===== config.mk =====
export PLATFORM = sky130hd
export DESIGN_NAME = pipe_stage_reg
export DESIGN_NICKNAME = d
export VERILOG_FILES = /design/src/rtl/pipe_stage_reg.sv
export SDC_FILE = /design/constraint.sdc
export NUM_CORES = 1
export LEC_CHECK = 0
export BUFFER_PORTS_ARGS = -buffer_cell sky130_fd_sc_hd__buf_4
export CORE_MARGIN = 1.5
export CORE_UTILIZATION = 54
export DETAILED_ROUTE_END_ITERATION = 10
export GPL_ROUTABILITY_DRIVEN = 0
export HOLD_SLACK_MARGIN = 0.1
export PLACE_DENSITY_LB_ADDON = 0.08
export SYNTH_ARGS = -nofsm -noshare
export SYNTH_HDL_FRONTEND = slang
export SYNTH_SLANG_ARGS = --single-unit

===== constraint.sdc =====
create_clock -name i_clk -period 2.5 [get_ports i_clk]
set_input_delay 0.25 -clock i_clk [delete_from_list [all_inputs] [get_ports i_clk]]
set_output_delay 0.25 -clock i_clk [all_outputs]
set_load 0.02 [all_outputs]

===== src/rtl/pipe_stage_reg.sv =====
// Inter-stage pipeline register with valid/ready handshake and a 2-entry skid buffer.
// Supports flush and a saturating stall-cycle counter. o_ready is registered, which breaks the backpressure path.
module pipe_stage_reg #(
    parameter int                    DATA_WIDTH  = 64,
    parameter logic [DATA_WIDTH-1:0] RESET_VALUE = '0,
    parameter int                    CNT_WIDTH   = 16
) (
    input  logic                  i_clk,
    input  logic                  i_reset_n,
    input  logic                  i_valid,
    input  logic [DATA_WIDTH-1:0] i_data,
    output logic                  o_ready,
    output logic                  o_valid,
    output logic [DATA_WIDTH-1:0] o_data,
    input  logic                  i_ready,
    input  logic                  i_flush,
    input  logic                  i_clear_count,
    output logic [1:0]            o_occupancy,
    output logic [CNT_WIDTH-1:0]  o_stall_count
);

    typedef enum logic [1:0] {
        ST_EMPTY = 2'd0,
        ST_ONE   = 2'd1,
        ST_FULL  = 2'd2
    } state_t;

    state_t                r_state;
    logic [DATA_WIDTH-1:0] r_main;
    logic [DATA_WIDTH-1:0] r_skid;
    logic                  r_valid;
    logic                  r_ready;
    logic [1:0]            r_occ;
    logic [CNT_WIDTH-1:0]  r_stall_cnt;

    logic w_in_fire;
    logic w_out_fire;
    logic w_stall;

    // Counter holds at all-ones instead of wrapping back to zero.
    function automatic logic [CNT_WIDTH-1:0] sat_inc(input logic [CNT_WIDTH-1:0] v);
        if (&v)
            return v;
        return v + CNT_WIDTH'(1);
    endfunction

    assign w_in_fire  = i_valid & r_ready;
    assign w_out_fire = r_valid & i_ready;
    assign w_stall    = r_valid & ~i_ready;

    always_ff @(posedge i_clk or negedge i_reset_n) begin
        if (!i_reset_n) begin
            r_state <= ST_EMPTY;
            r_main  <= RESET_VALUE;
            r_skid  <= RESET_VALUE;
            r_valid <= 1'b0;
            r_ready <= 1'b1;
            r_occ   <= 2'd0;
        end else if (i_flush) begin
            // Payload registers are left untouched; o_data is don't-care while o_valid is low.
            r_state <= ST_EMPTY;
            r_valid <= 1'b0;
            r_ready <= 1'b1;
            r_occ   <= 2'd0;
        end else begin
            case (r_state)
                ST_EMPTY: begin
                    if (w_in_fire) begin
                        r_main  <= i_data;
                        r_state <= ST_ONE;
                        r_valid <= 1'b1;
                        r_ready <= 1'b1;
                        r_occ   <= 2'd1;
                    end
                end
                ST_ONE: begin
                    if (w_in_fire && w_out_fire) begin
                        r_main <= i_data;
                    end else if (w_in_fire) begin
                        // Downstream stalled: park the new payload behind the main entry.
                        r_skid  <= i_data;
                        r_state <= ST_FULL;
                        r_ready <= 1'b0;
                        r_occ   <= 2'd2;
                    end else if (w_out_fire) begin
                        r_state <= ST_EMPTY;
                        r_valid <= 1'b0;
                        r_occ   <= 2'd0;
                    end
                end
                ST_FULL: begin
                    if (w_out_fire) begin
                        r_main  <= r_skid;
                        r_state <= ST_ONE;
                        r_ready <= 1'b1;
                        r_occ   <= 2'd1;
                    end
                end
                default: begin
                    r_state <= ST_EMPTY;
                    r_valid <= 1'b0;
                    r_ready <= 1'b1;
                    r_occ   <= 2'd0;
                end
            endcase
        end
    end

    always_ff @(posedge i_clk or negedge i_reset_n) begin
        if (!i_reset_n)
            r_stall_cnt <= '0;
        else if (i_clear_count)
            r_stall_cnt <= '0;
        else if (w_stall)
            r_stall_cnt <= sat_inc(r_stall_cnt);
    end

    assign o_ready       = r_ready;
    assign o_valid       = r_valid;
    assign o_data        = r_main;
    assign o_occupancy   = r_occ;
    assign o_stall_count = r_stall_cnt;

endmodule


==> results.md <==
- Setup Skew: 0.00549 ns
- CTS Buffer Depth: 2
- Register-to-Register Path Depth: 4
- DRT Pass-1 Iters: 4
- Hold Path Origin: i_clear_count
- Critical path arrival: 2.33 ns
- Setup TNS: 0 ns
- Postcts setup bufs: 0
- Routed len/inst: 16.8 µm
- Commonest register cell after synthesis: dfrtp_1
- Crit-path slowest cell: dfrtp_1
- RSZ-0062 raised after global routing: no
- First-pass GRT wire length: 23500 µm
- Crit-path max FO: 37
- Synthesized cell area: 6740 µm²
- Endpoint type of the worst setup path: flop
- Worst skew pair latency: 0.41 ns
- Most used cell, CP: mux2_2
- Worst Path Class, Setup: reg2reg
- Ys Warns: 0
- Cts bufs inserted: 17
- Worst Hold Class: in2reg
- Cell Pwr Density: 1010 nW/µm²
- Synth top area share: 0.546
- Vias: 4693
- Netlist cell types: 44
- Routed WL: 14700 µm
- Worst slew pin tran: 0.544 ns
- Flop2flop setup slack: 0.47 ns
- Initial Util: 0.556
- Largest net degree at the start of global routing: 66
- Drc violations: 0
- Vias in the first global route: 4854
- CTS root buffer: clkbuf_16
- Final setup violation count: 0
- Layout area overhead: 37.4%
- Max cap viols: 0
- Biggest area consumer among synthesized cells: dfrtp_1
- Initial DRC count: 220
- Reg2reg start: o_occupancy[1]
- Ranking of synthesized cells by area: dfrtp_1 (55%), mux2_2 (32%), buf_6 (1.0%), mux2_1 (0.84%), a21oi_1 (0.74%)
- DIE WIDTH: 115 µm
- Count leader, synth: mux2_2
- Worst ir drop on vdd: 0.672 mV
- CTS tree: yes
- Number of synthesized flops with an enable pin: 0
- Crit path launch type: flop
- GR Overflow Total: 0
- Die Height: 115 µm
- Worst-path clk slew: 0.06 ns
- Io pins: 154
- Initial antenna violation count: 0
- Flops & latches, synth: 148
- Final hold vios: 0
- Core area: 12100 µm²
- ANT cells: 0
- Syn nets: 541
- Synthesized area per cell: 14.3 µm²
- Hpwl dp: 9270 µm
- Hold path depth: 2
- Final ANT Viol Nets: 0
- Critical Path Max Stage Delay: 0.52 ns
- Outcome: finished clean
- Die area: 13200 µm²
- LEAKAGE: 4.06 nW
- Ratio of cells with drive above 1 in the final layout: 0.545
- Mapped Cells: 470
- Fill count: 754
- Critical R2R Capture: o_data[24]
- Worst EP required: 2.80 ns
- Dpl ws: 0.471 ns
- Clk sinks: 148
- Worst hold endpoint: o_stall_count[11]
- Post-route minimum period: 2.03 ns
- Vias per Instance: 5.38
- Max-slew headroom: 0.637
- Pins Over Slew Limit: 0
- Setup ws final: 0.468 ns
- Row count: 40
- Nets: 763
- Register area share after synthesis: 0.550
- Tcrit/Tclk final: 0.813
- Most frequent cells after synthesis: mux2_2 (191), dfrtp_1 (147), nand2_1 (11), a21oi_1 (10), nor2_1 (10)
- CP cell instances: nor2b_4 -> buf_12 -> mux2_2 -> mux2_2
- H-tree depth: 4
- Async set-reset flop share out of synthesis: 1.00
- Fmax: 492 MHz
- Overall routing resource usage: 0.232
- PortBufs: 153
[worst max-delay path, delay by kind of cell (launching register included)]
| kind | cells | cell delay, ns |
|---|---|---|
| mux | 2 | 0.63 |
| buf+inv | 1 | 0.28 |
| flops | 1 | 0.52 |
| simple gates | 1 | 0.46 |
[sequential cells by signal, summed over array words and instances (netlist names)]
register	flops
o_valid	1
o_stall_count	16
o_data	64
o_ready	1
r_skid	64
o_occupancy	2
[timing repair]
item / in CTS / in global routing
gates resized for setup: 0 / 0
endpoints found under the hold margin: 117 / 0
hold buffers: 66 / 0
[where the power goes]
| part | total [mW] | internal [mW] | switching, mW |
|---|---|---|---|
| registers | 4.00 | 3.42 | 0.573 |
| logic | 3.06 | 1.69 | 1.36 |
| clock network | 2.26 | 1.36 | 0.897 |
[final cells by class]
cell class	instances	area, µm²	share of cell area
flip-flops and latches	148	3700	0.400
repair buffers	226	1930	0.208
well taps	168	210	0.0227
clock buffers	27	503	0.0544
inverters	1	3.75	0.000406
clock inverters	4	22.5	0.00243
multi-input cells	298	2880	0.311
[per-layer routing]
| metal | wire length [µm] | GRT usage | vias to the layer above | share of wire |
|---|---|---|---|---|
| met1 | 6250 | 0.287 | 2356 | 0.43 |
| met5 | 0 | 0 | - | 0 |
| met3 | 701 | 0.0551 | 26 | 0.048 |
| li1 | - | - | 2175 | - |
| met4 | 293 | 0.0897 | 0 | 0.020 |
| met2 | 7420 | 0.396 | 136 | 0.51 |
[worst max path at each step]
stage               cells after the start      startpoint                end  slack, ns
floorplan                               5  o_occupancy[1]         o_data[10]       0.65
global placement                        4  o_occupancy[1]         o_data[37]       0.54
detailed placement                      4  o_occupancy[1]         o_data[26]       0.47
CTS                                     4  o_occupancy[1]         o_data[12]       0.46
global route                            4         o_valid  o_stall_count[13]       0.30
finish                                  4  o_occupancy[1]         o_data[24]       0.47
[cells by family (layout without fill, tap and decap cells)]
group | after synthesis | count (layout) | synth area share
muxes | 200 | 200 | 0.334
DFF | 148 | 148 | 0.550
and+or+nand+nor | 70 | 70 | 0.0619
AOI/OAI and AO/OA | 27 | 27 | 0.0279
buffers and inverters | 24 | 258 | 0.0249
adders and majority gates | 1 | 1 | 0.00186
[layout by cell type (no fill, tap or decap), types with 4 or more instances in the layout]
cell type and count:
buf_12 5, nand2_1 11, nor3_1 5, nor2b_1 4
dlygate4sd3_1 66, a21oi_1 10, clkbuf_1 6, mux2_2 191
clkbuf_8 4, nand2b_1 4, dfrtp_1 147, or4_1 4
o31ai_1 4, mux2_1 5, clkbuf_16 17, nor2_1 10
nor4_1 4, nand3_1 5, nand4_1 7, buf_4 154
mux2i_1 4
[stage by stage]
step / std cells / hold slack [ns] / power [mW] / cell area, µm² / utilization
after floorplan: 470 / -0.0456 / 5.71 / 6740 / -
after global placement: 775 / 0.248 / 6.86 / 8070 / 0.666
after detailed placement: 775 / 0.254 / 7.01 / 8070 / 0.666
after CTS: 872 / 0.146 / 9.38 / 9250 / 0.764
after global routing: 872 / 0.172 / 9.79 / 9250 / 0.764
final: 872 / 0.166 / 9.31 / 9250 / 0.764
No activity file was read; power rests on OpenSTA's default activity.
